### src/rtl/vga_reg_fetch_sched_pkg.sv
// Shared display/time subsystem definitions: fetch FSM states, RAM map, screen geometry.
package vga_reg_fetch_sched_pkg;

    localparam int unsigned SCREEN_W = 640;
    localparam int unsigned SCREEN_H = 480;

    localparam int unsigned POS_W  = 10;
    localparam int unsigned DATA_W = 8;
    localparam int unsigned IDX_W  = 4;
    localparam int unsigned CNT_W  = 2;

    // Time/status RAM map (address 0 is unused by the display bank)
    localparam int unsigned ADDR_SEG    = 1;
    localparam int unsigned ADDR_MIN    = 2;
    localparam int unsigned ADDR_HOR    = 3;
    localparam int unsigned ADDR_DAY    = 4;
    localparam int unsigned ADDR_MON    = 5;
    localparam int unsigned ADDR_YEAR   = 6;
    localparam int unsigned ADDR_CSEG   = 7;
    localparam int unsigned ADDR_CMIN   = 8;
    localparam int unsigned ADDR_CHOR   = 9;
    localparam int unsigned ADDR_RING   = 10;
    localparam int unsigned ADDR_ACT    = 11;
    localparam int unsigned ADDR_CURSOR = 12;

    typedef enum logic [2:0] {
        IDLE = 3'd0,
        ADDR = 3'd1,
        WAIT = 3'd2,
        NEXT = 3'd3,
        DONE = 3'd4
    } fetch_state_e;

    // One shadow-register load: index plus raw RAM byte
    typedef struct packed {
        logic [IDX_W-1:0]  idx;
        logic [DATA_W-1:0] data;
    } shadow_wr_t;

endpackage

### src/rtl/vga_reg_fetch_sched_frame_edge_detect.sv
// Detects the rising edge of the start-of-vertical-blanking pixel position.
module vga_reg_fetch_sched_frame_edge_detect
    import vga_reg_fetch_sched_pkg::*;
#(
    parameter int unsigned V_START = SCREEN_H
) (
    input  logic             clk,
    input  logic             rst,
    input  logic [POS_W-1:0] pos_x,
    input  logic [POS_W-1:0] pos_y,
    output logic             trig_rise_c
);

    logic trig_d;
    logic trig_q;

    // Position compare; the position holds for several clocks so only the edge matters
    always_comb begin
        trig_d      = (pos_x == '0) && (pos_y == POS_W'(V_START));
        trig_rise_c = trig_d && !trig_q;
    end

    // Previous-cycle trigger level
    always_ff @(posedge clk or posedge rst) begin
        if (rst) begin
            trig_q <= 1'b0;
        end else begin
            trig_q <= trig_d;
        end
    end

endmodule

### src/rtl/vga_reg_fetch_sched.sv
// Per-frame burst refresh of the display shadow bank from the time/status RAM,
// sharing the single RAM port with RTC writes.
module vga_reg_fetch_sched
    import vga_reg_fetch_sched_pkg::*;
#(
    parameter int unsigned NREG    = 12,
    parameter int unsigned RD_LAT  = 1,
    parameter int unsigned V_START = 480,
    parameter int unsigned ADDR_W  = 4
) (
    input  logic              CLK,
    input  logic              RESET,
    input  logic [POS_W-1:0]  PosX,
    input  logic [POS_W-1:0]  PosY,
    input  logic              rtc_req,
    input  logic [ADDR_W-1:0] rtc_addr,
    input  logic [DATA_W-1:0] rtc_wdata,
    output logic              rtc_gnt,
    output logic [ADDR_W-1:0] mem_addr,
    output logic              mem_we,
    output logic [DATA_W-1:0] mem_wdata,
    input  logic [DATA_W-1:0] mem_rdata,
    output logic              shadow_wr,
    output logic [IDX_W-1:0]  shadow_idx,
    output logic [DATA_W-1:0] shadow_data,
    output logic              fetch_done,
    output logic              err_overrun
);

    fetch_state_e      state_q, state_d;
    logic              pending_q, pending_d;
    logic [IDX_W-1:0]  idx_q, idx_d;
    logic [CNT_W-1:0]  cnt_q, cnt_d;
    logic [ADDR_W-1:0] mem_addr_q, mem_addr_d;
    shadow_wr_t        shadow_q, shadow_d;
    logic              shadow_wr_q, shadow_wr_d;
    logic              fetch_done_q, fetch_done_d;
    logic              err_overrun_q, err_overrun_d;
    logic              trig_rise_c;

    vga_reg_fetch_sched_frame_edge_detect #(
        .V_START (V_START)
    ) u_edge (
        .clk         (CLK),
        .rst         (RESET),
        .pos_x       (PosX),
        .pos_y       (PosY),
        .trig_rise_c (trig_rise_c)
    );

    // RAM port mux: RTC owns the port whenever the fetcher is idle with nothing queued
    always_comb begin
        rtc_gnt   = (state_q == IDLE) && !pending_q;
        mem_we    = rtc_gnt && rtc_req;
        mem_addr  = rtc_gnt ? rtc_addr : mem_addr_q;
        mem_wdata = rtc_gnt ? rtc_wdata : '0;
    end

    // Trigger bookkeeping and burst sequencing
    always_comb begin
        state_d       = state_q;
        pending_d     = pending_q;
        idx_d         = idx_q;
        cnt_d         = cnt_q;
        mem_addr_d    = mem_addr_q;
        shadow_d      = shadow_q;
        shadow_wr_d   = 1'b0;
        fetch_done_d  = 1'b0;
        err_overrun_d = err_overrun_q;

        if (trig_rise_c) begin
            if (state_q == IDLE) begin
                pending_d = 1'b1;
            end else begin
                err_overrun_d = 1'b1;
            end
        end

        // Last driven address is held once the RTC lets go of the port
        if (rtc_gnt && rtc_req) begin
            mem_addr_d = rtc_addr;
        end

        case (state_q)
            IDLE: begin
                if (pending_q) begin
                    pending_d  = 1'b0;
                    idx_d      = IDX_W'(1);
                    mem_addr_d = ADDR_W'(1);
                    cnt_d      = '0;
                    state_d    = ADDR;
                end
            end
            ADDR: begin
                cnt_d   = '0;
                state_d = WAIT;
            end
            WAIT: begin
                if (cnt_q == CNT_W'(RD_LAT - 1)) begin
                    shadow_d.idx  = idx_q;
                    shadow_d.data = mem_rdata;
                    shadow_wr_d   = 1'b1;
                    state_d       = NEXT;
                end else begin
                    cnt_d = cnt_q + CNT_W'(1);
                end
            end
            NEXT: begin
                if (idx_q == IDX_W'(NREG)) begin
                    state_d = DONE;
                end else begin
                    idx_d      = idx_q + IDX_W'(1);
                    mem_addr_d = ADDR_W'(idx_q + IDX_W'(1));
                    state_d    = ADDR;
                end
            end
            DONE: begin
                fetch_done_d = 1'b1;
                state_d      = IDLE;
            end
            default: begin
                state_d = IDLE;
            end
        endcase
    end

    // State and registered outputs; reset aborts any burst in flight
    always_ff @(posedge CLK or posedge RESET) begin
        if (RESET) begin
            state_q       <= IDLE;
            pending_q     <= 1'b0;
            idx_q         <= IDX_W'(1);
            cnt_q         <= '0;
            mem_addr_q    <= '0;
            shadow_q      <= '0;
            shadow_wr_q   <= 1'b0;
            fetch_done_q  <= 1'b0;
            err_overrun_q <= 1'b0;
        end else begin
            state_q       <= state_d;
            pending_q     <= pending_d;
            idx_q         <= idx_d;
            cnt_q         <= cnt_d;
            mem_addr_q    <= mem_addr_d;
            shadow_q      <= shadow_d;
            shadow_wr_q   <= shadow_wr_d;
            fetch_done_q  <= fetch_done_d;
            err_overrun_q <= err_overrun_d;
        end
    end

    always_comb begin
        shadow_wr   = shadow_wr_q;
        shadow_idx  = shadow_q.idx;
        shadow_data = shadow_q.data;
        fetch_done  = fetch_done_q;
        err_overrun = err_overrun_q;
    end

endmodule

### config.mk
export PLATFORM = sky130hd
export DESIGN_NAME = vga_reg_fetch_sched
export DESIGN_NICKNAME = d
export VERILOG_FILES = /design/src/rtl/vga_reg_fetch_sched_pkg.sv /design/src/rtl/vga_reg_fetch_sched_frame_edge_detect.sv /design/src/rtl/vga_reg_fetch_sched.sv
export SDC_FILE = /design/constraint.sdc
export NUM_CORES = 1
export LEC_CHECK = 0
export BUFFER_PORTS_ARGS = -buffer_cell sky130_fd_sc_hd__buf_2
export CAP_MARGIN = 20
export CORE_MARGIN = 1
export CORE_UTILIZATION = 46
export CTS_CLUSTER_SIZE = 25
export DETAILED_ROUTE_END_ITERATION = 16
export GPL_ROUTABILITY_DRIVEN = 0
export GPL_TIMING_DRIVEN = 0
export HOLD_SLACK_MARGIN = 0.12
export PLACE_DENSITY = 0.79
export REMOVE_ABC_BUFFERS = 1
export SYNTH_ARGS = -nofsm -noshare
export SYNTH_HDL_FRONTEND = slang
export SYNTH_SLANG_ARGS = --single-unit
### constraint.sdc
create_clock -name CLK -period 2.2 [get_ports CLK]
set_input_delay 0.11 -clock CLK [delete_from_list [all_inputs] [get_ports CLK]]
set_output_delay 0.11 -clock CLK [all_outputs]
set_load 0.02 [all_outputs]
Word-level counts from Yosys, hierarchy flattened

Cells that the tools add are included.

Add/subtract/negate cells: 2
Equality and inequality tests: 10
Muxes and demuxes: 23
Bitwise operators: 1
Reductions and logical operators: 16

Operators by type and width:

| kind                                                                   | number |
|---|---|
| 4-bit 2-to-1 mux                                                       | 6 |
| 4-bit one-hot mux with 2 select lines                                  | 2 |
| 3-bit one-hot mux with 4 select lines                                  | 1 |
| 10-bit by 9-bit equality test with 1-bit output, second input constant | 1 |
| 10-bit logical NOT                                                     | 1 |
| 3-bit 2-to-1 mux                                                       | 3 |
| 8-bit 2-to-1 mux                                                       | 1 |
| 2-bit inequality test, second input constant                           | 4 |
| 1-bit 2-to-1 mux                                                       | 7 |
| 3-bit by 2-bit equality test with 1-bit output, second input constant  | 2 |
| 2-bit one-hot mux with 3 select lines                                  | 1 |
| 2-bit AND reduction                                                    | 3 |
| 3-bit AND reduction                                                    | 2 |
| 4-bit by 1-bit adder with 4-bit output, second input constant          | 1 |
| 4-bit equality test, second input constant                             | 1 |
| 1-bit logical AND                                                      | 4 |
| 2-bit 2-to-1 mux                                                       | 2 |
| 3-bit by 1-bit equality test with 1-bit output, second input constant  | 1 |
| 3-bit equality test, second input constant                             | 1 |
| 3-bit logical NOT                                                      | 1 |
| 3-bit nonzero test                                                     | 1 |
| 2-bit by 1-bit adder with 2-bit output, second input constant          | 1 |
| 1-bit logical NOT                                                      | 2 |
| 2-bit logical NOT                                                      | 1 |
| other kinds (2)                                                        | 2 |

Bits in registers: 30
Bits of input ports: 43
Output and inout bits: 29
Logic and storage cells: 63

Logic depth before layout (Yosys ltp)

Gate-level depths: netlist of the first run.

Depth after elaboration: 6
Mapped depth: 7
Depth with buffers taken out: 6

Cells and area by module

From an unflattened synthesis of the first run, not the netlist that was laid out.

Cells, all modules: 134
Area, all modules: 1577.8 sq um

By module, submodules not included:

| module                                | times used | cells each | area an instance (sq um) | sequential area each (sq um) |
|---|---|---|---|---|
| vga_reg_fetch_sched                   | 1          | 123        | 1476.4                   | 726.9 |
| vga_reg_fetch_sched_frame_edge_detect | 1          | 11         | 101.3                    | 25.0 |

Worst setup path before layout of the first run

OpenSTA, ideal clock, no wires.

Kind: flip-flop to output port
Start: register state_q[2]
End: output mem_addr[2]
Arrival: 1534 ps
Required time: 2090 ps
Path slack: 556 ps
Cell stages (with the launch flop): 4
Path buffers: 1
Cell sequence: dfrtp_1 nor4_4 buf_2 mux2_2

Longest elaborated chain between the ends: 3

RTL lines:

| item                     | RTL line                   | text |
|---|---|---|
| start: declaration       | vga_reg_fetch_sched.sv:30  | `fetch_state_e state_q, state_d;` |
| start signal: assignment | vga_reg_fetch_sched.sv:140 | `state_q <= state_d;` |
| 3-bit logical NOT        | vga_reg_fetch_sched.sv:53  | `rtc_gnt = (state_q == IDLE) && !pending_q;` |
| 1-bit logical AND        | vga_reg_fetch_sched.sv:53  |  |
| net rtc_gnt              | vga_reg_fetch_sched.sv:18  | `output logic rtc_gnt,` |
| 4-bit 2-to-1 mux         | vga_reg_fetch_sched.sv:55  | `mem_addr = rtc_gnt ? rtc_addr : mem_addr_q;` |
| end: declaration         | vga_reg_fetch_sched.sv:19  | `output logic [ADDR_W-1:0] mem_addr,` |

The timed path passes the listed nets, and every way through them passes these cells.

Final worst setup path of the first run

Start: register state_q[0]
End: output mem_addr[2]

Longest elaborated chain between the ends: 3

RTL lines:

| item              | RTL line |
|---|---|
| 3-bit logical NOT | vga_reg_fetch_sched.sv:53 |
| 1-bit logical AND | vga_reg_fetch_sched.sv:53 |
| 4-bit 2-to-1 mux  | vga_reg_fetch_sched.sv:55 |

Every way passes these cells.

==> impl_metrics.toml, run 1 <==
[logic_synthesis]
synth_cell_types = 40
netlist_top_cells_area = "dfrtp_1 47%, mux2_4 8.7%, mux2_2 5.8%"
synth-xor-area-share_pct = 1.70
post_synthesis_cell_type_with_the_largest_combined_area = "dfrtp_1"
synthesized_area_fraction_occupied_by_adder_cells_pct = 2.43
synth_compound_area_share_pct = 8.83
post_synth_mux_area_share_pct = 16.5
postSynthCellCount = 133
synth_simple_gate_area_share_pct = 15.8
dominant_combinational_cell_family_by_area_after_synthesis = "multiplexers"
synthDominantCellAreaShare_pct = 47.0
syn-cell-area_mm2 = 0.00155
synth-seq-area-share_pct = 48.7
ys.warnings.count = 0
ys_ff_latch = 30
synthesis.area_per_instance_um2 = 11.6

[drt]
totalWireLength_um = 3420
ant_nets = 0
first_pass_iters = 4
average_wire_per_standard_cell_um = 12.7
viasPerCell = 5.05
remaining_drc_errors = 0
vias = 1364
drtIter0Drc = 65

[hold_path]
hp-class = "input pin to flop"
min-delay-start = "rtc_addr[2]"
min_to = "mem_addr_q[2]"
hold_depth = 3

[floorplanning]
chipWidth_um = 60.0
ios = 72
fp-row-count = 20
core_region_area_mm2 = 0.00313
chipHeight_um = 60.0
dieArea_mm2 = 0.00360
initial_core_util_pct = 49.4

[worst_setup_path]
max_stage_delay_ns = 0.59
timing.critical_path.max_delay_family = "flip-flops"
r2r.worst_path.cells = 3
rr_startpoint = "state_q[1]"
critical_path.slowest_cell = "dfrtp_1"
timing.reg2reg.setup_slack_ns = 0.22
crit_path_cell_trace = "nor4_4, buf_4, mux2_2, buf_2"
worstSetupPathType = "flop to output port"
critical_path_startpoint_category = "flop"
cp.buffers_inverters = 2
cp.arrival_ns = 1.92
critical_path.max_fanout = 17
crit_path_end_kind = "output port"
timing.critical_path.required_ns = 2.09
critical_path.reg2reg.endpoint = "shadow_data[3]"

[cts]
ctsLongestPathBuffers = 2
cts_tree = "built"
clk_sink_count = 30
tritoncts_buffers = 5
clk_transition_reported_paths_ns = 0.10
clock_tree.root_cell = "clkbuf_4"
htree_levels = 2
clk-insertion-delay-late_ns = 0.33

[layout]
finalCoreUtilization_pct = 70.3
ff_latch_area_um2 = 752
diodes = 0
final_area_mm2 = 0.00220
layoutNonFillerInstCount = 270
fillers = 238
layout.cells.most_common_list = "71 x buf_2, 29 x dfrtp_1, 19 x dlygate4sd3_1"
syn_to_final_growth_pct = 42.3
multi_input_comb_area_um2 = 701
drive_gt1_share_pct = 45.1
mostFrequentLayoutCell = "buf_2"
num-nets-final = 271

[grt]
grt_start_max_net_pins = 31
antenna_found_initial = 0
track_usage_pct = 20.8
grt_first_pass_wirelength_um = 5350
first_global_vias = 1307
gr-total-overflow = 0

[placed_design]
placedInstanceArea_mm2 = 0.00189
hpwl_um = 2420
placedCellCount = 241
buffer_ports.inserted = 71

[sta]
tns_ns = 0
hold_viol_final = 0
worst_slew_margin_relative_to_its_limit_pct = 62.6
tightestPinTransition_ns = 0.561
rsz0062_at_grt = "false"
max_freq_mhz = 492
final-max-slew-violation-count = 0
final.period_utilization_pct = 92.4
finalSetupViolCount = 0
period_needed_ns = 2.03
finalClockSkew_ns = 0.0165

[flow_run]
max-cap-violations = 0

[pwr]
total_leakage_power_uw = 0.00114
ir_worst_vdd_mv = 0.617
finalPower_uw = 2810
power.density_mw_per_mm2 = 1280

[outcome]
run_status = "finished clean"
## routing by layer
metal | global-route usage, % | share of wire [%]
met1 | 21.9 | 39
met5 | 0 | 0
met3 | 8.66 | 5.0
met2 | 36.8 | 55
met4 | 7.97 | 0.41
## power breakdown
| part | internal [µW] | total (µW) | switching (µW) |
|---|---|---|---|
| clock | 271 | 453 | 182 |
| sequential | 767 | 959 | 192 |
| combinational | 654 | 1390 | 739 |
| total | 1690 | 2810 | 1110 |
## cells in the mapped netlist
cell / count
a22o_1: 1
a32o_1: 1
xnor2_1: 2
ha_1: 3
and3b_1: 1
dfstp_2: 1
a21oi_1: 3
nor2b_2: 1
nand2_1: 7
and4b_1: 1
o21bai_1: 1
nor3_1: 3
and2_1: 8
xor2_1: 1
o311ai_0: 1
nor4_4: 1
and3_1: 1
a32oi_1: 1
or4_1: 1
clkbuf_1: 1
mux2i_1: 3
inv_1: 7
a22oi_1: 1
nand3_1: 3
a31oi_1: 1
buf_2: 2
nand4_1: 2
a211oi_1: 1
dfrtp_1: 29
o21ai_0: 6
mux2_2: 8
nor4b_1: 1
o22ai_1: 3
and3_2: 1
buf_12: 1
mux2_4: 9
nor4_1: 2
a21o_1: 1
nor2_1: 9
buf_6: 3
## sequential cells by signal, indices dropped and copies added, names as in the netlist
name,flops
shadow_data,8
fetch_done,1
cnt_q,2
mem_addr_q,4
shadow_idx,4
pending_q,1
shadow_wr,1
err_overrun,1
state_q,3
idx_q,4
u_edge.trig_q,1
## timing repair
item,CTS,global route
endpoints found under the setup margin,6,6
resized for setup,1,0
buffers inserted,0,1
hold buffers,19,0
endpoints found under the hold margin,40,0
pin swaps,1,1
## cell type report
cell class                 count  area share [%]
clock inverter                 1            1.37
sequential                    30            34.2
inverter                       7            1.19
timing repair buffer          92            26.4
multi-input combinational     89            31.9
tap                           44            2.50
clock buffer                   7            2.50
## per-stage QoR
step	worst slack, ns	hold slack, ns
2_1_floorplan	0.241	0.200
3_3_place_gp	0.107	0.343
3_5_place_dp	0.0157	0.344
4_1_cts	0.0106	0.125
5_1_grt	0.0605	0.126
6_report	0.167	0.134
## worst reg2reg max path, cell delays in order, from the launching register on
cell and delay [ns]:
dfrtp_1 0.56, nor2b_2 0.42, and3b_2 0.49, mux2_2 0.38
## logic make-up after synthesis
group / after synthesis
and+or+nand+nor: 42
DFF: 30
AOI/OAI and AO/OA: 21
muxes: 20
buffers and inverters: 14
xor gates and xnor gates: 3
adders and majority gates: 3
## how the worst max path moves through the flow
stage                     startpoint              to  slack [ns]  cells after the start
after detailed placement  state_q[1]  shadow_data[3]        0.02                      3
final                     state_q[0]     mem_addr[2]        0.17                      4
after floorplan           state_q[0]   mem_addr_q[0]        0.24                      4
after CTS                 state_q[1]          mem_we        0.01                      4
after global placement    state_q[1]  shadow_data[4]        0.11                      3
after global routing      state_q[0]     mem_addr[3]        0.06                      4
Power figures use the tool's default switching activity.
==> run 2: changes to the inputs <==
RECOVER_POWER = 25   (was not set)
==> run 2 against run 1 <==
Compared with the run above: register-to-register slack barely moved; count of clock-buffer cells in the layout unchanged; setup slack better by 0.0016 ns; clock power is essentially flat; wire length about the same; worst hold slack gained 0.0016 ns; combinational power hardly changed; cell area fell by 1.1%; final cell count unchanged; maximum frequency hardly changed; total power decreased by 0.25%; critical path type unchanged; critical endpoint is now mem_addr[3]; largest cell class unchanged.
==> impl_metrics.toml, run 2 (synthesized netlist as in run 1, its figures left out) <==
[cts]
clock_tree.root_cell = "clkbuf_4"
htree_levels = 2
clk-insertion-delay-late_ns = 0.33
cts_tree = "built"
tritoncts_buffers = 5
ctsLongestPathBuffers = 2
clk_transition_reported_paths_ns = 0.10
clk_sink_count = 30

[sta]
tightestPinTransition_ns = 1.29
worst_slew_margin_relative_to_its_limit_pct = 13.9
period_needed_ns = 2.03
final.period_utilization_pct = 92.3
tns_ns = 0
rsz0062_at_grt = "false"
finalSetupViolCount = 0
final-max-slew-violation-count = 0
finalClockSkew_ns = 0.0165
hold_viol_final = 0
max_freq_mhz = 492

[worst_setup_path]
crit_path_cell_trace = "nor4_4, buf_4, mux2_2, buf_2"
worstSetupPathType = "flop to output port"
critical_path.slowest_cell = "dfrtp_1"
timing.critical_path.required_ns = 2.09
cp.arrival_ns = 1.92
max_stage_delay_ns = 0.59
crit_path_end_kind = "output port"
critical_path.max_fanout = 17
critical_path_startpoint_category = "flop"

[layout]
largest_register_ff_count = 8
drive_gt1_share_pct = 44.7
mostFrequentLayoutCell = "buf_2"
syn_to_final_growth_pct = 40.8
diodes = 0
fillers = 240
final_area_mm2 = 0.00218
multi_input_comb_area_um2 = 701
ff_latch_area_um2 = 752
layout.cells.most_common_list = "71 x buf_2, 29 x dfrtp_1, 19 x dlygate4sd3_1"
finalCoreUtilization_pct = 69.6
num-nets-final = 271

[grt]
track_usage_pct = 20.8
gr-total-overflow = 0
first_global_vias = 1307
grt_first_pass_wirelength_um = 5350
antenna_found_initial = 0
grt_start_max_net_pins = 31

[drt]
totalWireLength_um = 3420
viasPerCell = 5.10
drtIter0Drc = 58
ant_nets = 0
vias = 1378
remaining_drc_errors = 0
first_pass_iters = 4
average_wire_per_standard_cell_um = 12.7

[floorplanning]
ios = 72
chipWidth_um = 60.0
fp-row-count = 20
core_region_area_mm2 = 0.00313
dieArea_mm2 = 0.00360
chipHeight_um = 60.0
initial_core_util_pct = 49.4

[pwr]
total_leakage_power_uw = 0.00113
ir_worst_vdd_mv = 0.617
power.density_mw_per_mm2 = 1290

[hold_path]
hp-class = "input pin to flop"

[outcome]
run_status = "finished clean"

[placed_design]
buffer_ports.inserted = 71
placedInstanceArea_mm2 = 0.00189
hpwl_um = 2420

[flow_run]
max-cap-violations = 0
==> run 2: changes by cell type in the layout (fill, tap and decap cells not counted) <==
cell,previous run,this run
buf_16,1,0
clkbuf_1,1,2
==> run 2: path summary, 6_finish.rpt <==
check | from | endpoint | slack, ns | depth (start not counted)
worst max-delay path | state_q[0] | mem_addr[3] | 0.17 | 4
worst min-delay path | rtc_addr[2] | mem_addr_q[2] | 0.14 | 3
worst max register to register | state_q[1] | shadow_data[3] | 0.22 | 3
worst min register to register | err_overrun | err_overrun | 0.46 | 1
max in group asynchronous | RESET | cnt_q[0] | 0.50 | 4
min in group asynchronous | RESET | shadow_data[1] | 0.23 | 3
==> run 2: repair_timing <==
action | 4_1_cts | 5_1_grt
hold endpoints to repair | 40 | 0
resized for setup | 1 | 0
pin swaps | 1 | 1
buffers inserted | 0 | 1
hold buffers | 19 | 0
setup endpoints to repair | 6 | 6
==> run 2: per-stage QoR <==
| stage | worst slack (ns) | instances | hold WS (ns) | total power [µW] |
|---|---|---|---|---|
| CTS | 0.0106 | 268 | 0.125 | 2800 |
| finish | 0.169 | 270 | 0.136 | 2800 |
| floorplan | 0.241 | 126 | 0.200 | 1930 |
| global route | 0.0605 | 270 | 0.126 | 2990 |
| global placement | 0.107 | 241 | 0.343 | 2260 |
| detailed placement | 0.0157 | 241 | 0.344 | 2310 |
==> run 2: area by class of cell <==
type	count	area share (%)
clock buffer	7	2.53
tap	44	2.53
inverter	7	1.21
sequential	30	34.6
clock inverter	1	1.38
timing repair buffer	92	25.6
multi-input combinational	89	32.2
==> run 2: power breakdown <==
group          total [µW]  leakage [µW]  switching (µW)  internal [µW]
Sequential            958      0.000376             192            766
Combinational        1390      0.000704             737            650
Clock                 454     0.0000455             182            271
==> run 2: layer usage <==
layer	track usage, %	vias to the layer above	wire length (µm)	part of all wire (%)
li1	-	659	-	-
met1	21.9	664	1320	39
met2	36.8	51	1900	56
met3	8.66	4	180	5.3
met4	7.97	0	18	0.53
met5	0	-	0	0
==> run 2: critical path, delay by kind of cell, from the launching register on <==
family | cells | cell delay, ns
DFF | 1 | 0.59
buffers and inverters | 2 | 0.38
muxes | 1 | 0.34
and+or+nand+nor | 1 | 0.28
==> run 3: changes to the inputs <==
CORE_UTILIZATION = 50   (was 46)
PLACE_DENSITY = 0.85   (was 0.79)
clock period = 2.6 ns   (was 2.2 ns; I/O delays follow)
==> run 3 against run 2 <==
Compared with the run above: the flow now finishes with violations (design-rule violations); worst hold slack worse by 0.0069 ns; total power shrank 19%; final cell count down 7.4%; register-to-register slack improved by 0.20 ns; global-route usage up 2.2 points; critical path type unchanged.
==> impl_metrics.toml, run 3 (synthesized netlist as in run 1, its figures left out) <==
[outcome]
run_status = "complete, but fails checks"
failing_checks = "design-rule violations"

[worst_setup_path]
timing.critical_path.max_delay_family = "simple AND/OR/NAND/NOR gates"
cp-startpoint = "state_q[0]"
critical_path_startpoint_category = "flop"
crit_path_cell_trace = "nor4_4, nand2_1, inv_1, buf_2"
critical_path.slowest_cell = "nor4_4"
crit_end = "mem_we"
critical_path.reg2reg.endpoint = "shadow_data[4]"
r2r.worst_path.cells = 3
worstSetupPathType = "flop to output port"
rr_startpoint = "state_q[1]"
critical_path.max_fanout = 17
timing.reg2reg.setup_slack_ns = 0.42
crit_path_end_kind = "output port"
cp.depth = 4
max_stage_delay_ns = 0.65
cp.buffers_inverters = 2
timing.critical_path.required_ns = 2.47
cp.arrival_ns = 2.13

[placed_design]
placement.setup.worst_slack_ns = 0.441
buffer_ports.inserted = 71
hpwl_um = 2520
placedCellCount = 228
placedInstanceArea_mm2 = 0.00187

[grt]
track_usage_pct = 23.0
first_global_vias = 1365
grt_start_max_net_pins = 31
grt_first_pass_wirelength_um = 5710
gr-total-overflow = 0
antenna_found_initial = 0

[cts]
postCtsResizedCells = 0
clk_sink_count = 30
cts_tree = "built"
postCtsSetupRepairBufs = 0
clock_tree.root_cell = "clkbuf_4"
tritoncts_buffers = 5
clk-insertion-delay-late_ns = 0.33
htree_levels = 2
clk_transition_reported_paths_ns = 0.09
cts.hold.buffers_added = 13
ctsLongestPathBuffers = 2

[pwr]
ir_worst_vdd_mv = 0.564
power.density_mw_per_mm2 = 1100
finalPower_uw = 2270
total_leakage_power_uw = 0.00108

[layout]
final_area_mm2 = 0.00207
syn_to_final_growth_pct = 33.9
mostFrequentLayoutCell = "buf_2"
layoutNonFillerInstCount = 250
num-nets-final = 264
largest_register_ff_count = 8
drive_gt1_share_pct = 45.7
layout.cells.most_common_list = "71 x buf_2, 29 x dfrtp_1, 13 x dlygate4sd3_1"
diodes = 0

[floorplanning]
initial_core_util_pct = 54.2
core_region_area_mm2 = 0.00285
fp-row-count = 19
chipWidth_um = 57.6
ios = 72
chipHeight_um = 57.6
dieArea_mm2 = 0.00332

[drt]
totalWireLength_um = 3500
remaining_drc_errors = 3
drtIter0Drc = 55
detailed_routed_wire_length_on_met3_um = 208
ant_nets = 0
maxUsedRoutingLayer = "met4"
viasPerCell = 5.40
vias = 1351
average_wire_per_standard_cell_um = 14.0
first_pass_iters = 10
met2RoutedLength_um = 1900
routedLengthMet1_um = 1350

[sta]
max_freq_mhz = 442
rsz0062_at_grt = "false"
final.period_utilization_pct = 87.0
finalSetupViolCount = 0
tightestPinTransition_ns = 1.29
period_needed_ns = 2.26
final-max-slew-violation-count = 0
tns_ns = 0
finalClockSkew_ns = 0.00633
postLayoutSetupSlackWorst_ns = 0.337
worst_slew_margin_relative_to_its_limit_pct = 14.3
hold_viol_final = 0

[flow_run]
max-cap-violations = 0

[hold_path]
hp-class = "input pin to flop"
## run 3: metal layers
layer / GRT usage (%) / up-vias
met5: 0 / -
met4: 5.92 / 0
met3: 7.48 / 5
met2: 43.0 / 52
met1: 24.7 / 651
li1: - / 643
## run 3: worst register-to-register path, stage by stage, from the launching register on
cell	delay, ns
dfrtp_1	0.56
nor2b_2	0.39
and3b_1	0.70
mux2_2	0.43
## run 3: cell type report
class	instances	area, µm²
fill	210	783
sequential	30	752
multi-input combinational	89	699
timing repair buffer	85	489
clock buffer	6	51.3
tap	31	38.8
inverter	7	26.3
clock inverter	2	12.5
## run 3: how the worst min path moves through the flow
stage	from	end	slack [ns]	cells past startpoint
6_report	rtc_addr[3]	mem_addr_q[3]	0.13	3
5_1_grt	rtc_addr[3]	mem_addr_q[3]	0.13	3
4_1_cts	rtc_addr[3]	mem_addr_q[3]	0.12	3
3_5_place_dp	mem_rdata[6]	shadow_data[6]	0.37	2
3_3_place_gp	mem_rdata[7]	shadow_data[7]	0.36	2
2_1_floorplan	RESET	cnt_q[0]	0.22	1
## run 3: stage by stage
stage	utilization, %	hold slack (ns)
final	72.5	0.129
after global routing	72.5	0.134
after CTS	72.4	0.124
after detailed placement	65.6	0.366
after global placement	65.6	0.362
after floorplan	-	0.220
## run 3: where the power goes
group,total [µW],switching [µW],internal (µW)
clock,292,162,130
combinational,1170,631,534
sequential,813,164,649
total,2270,957,1310
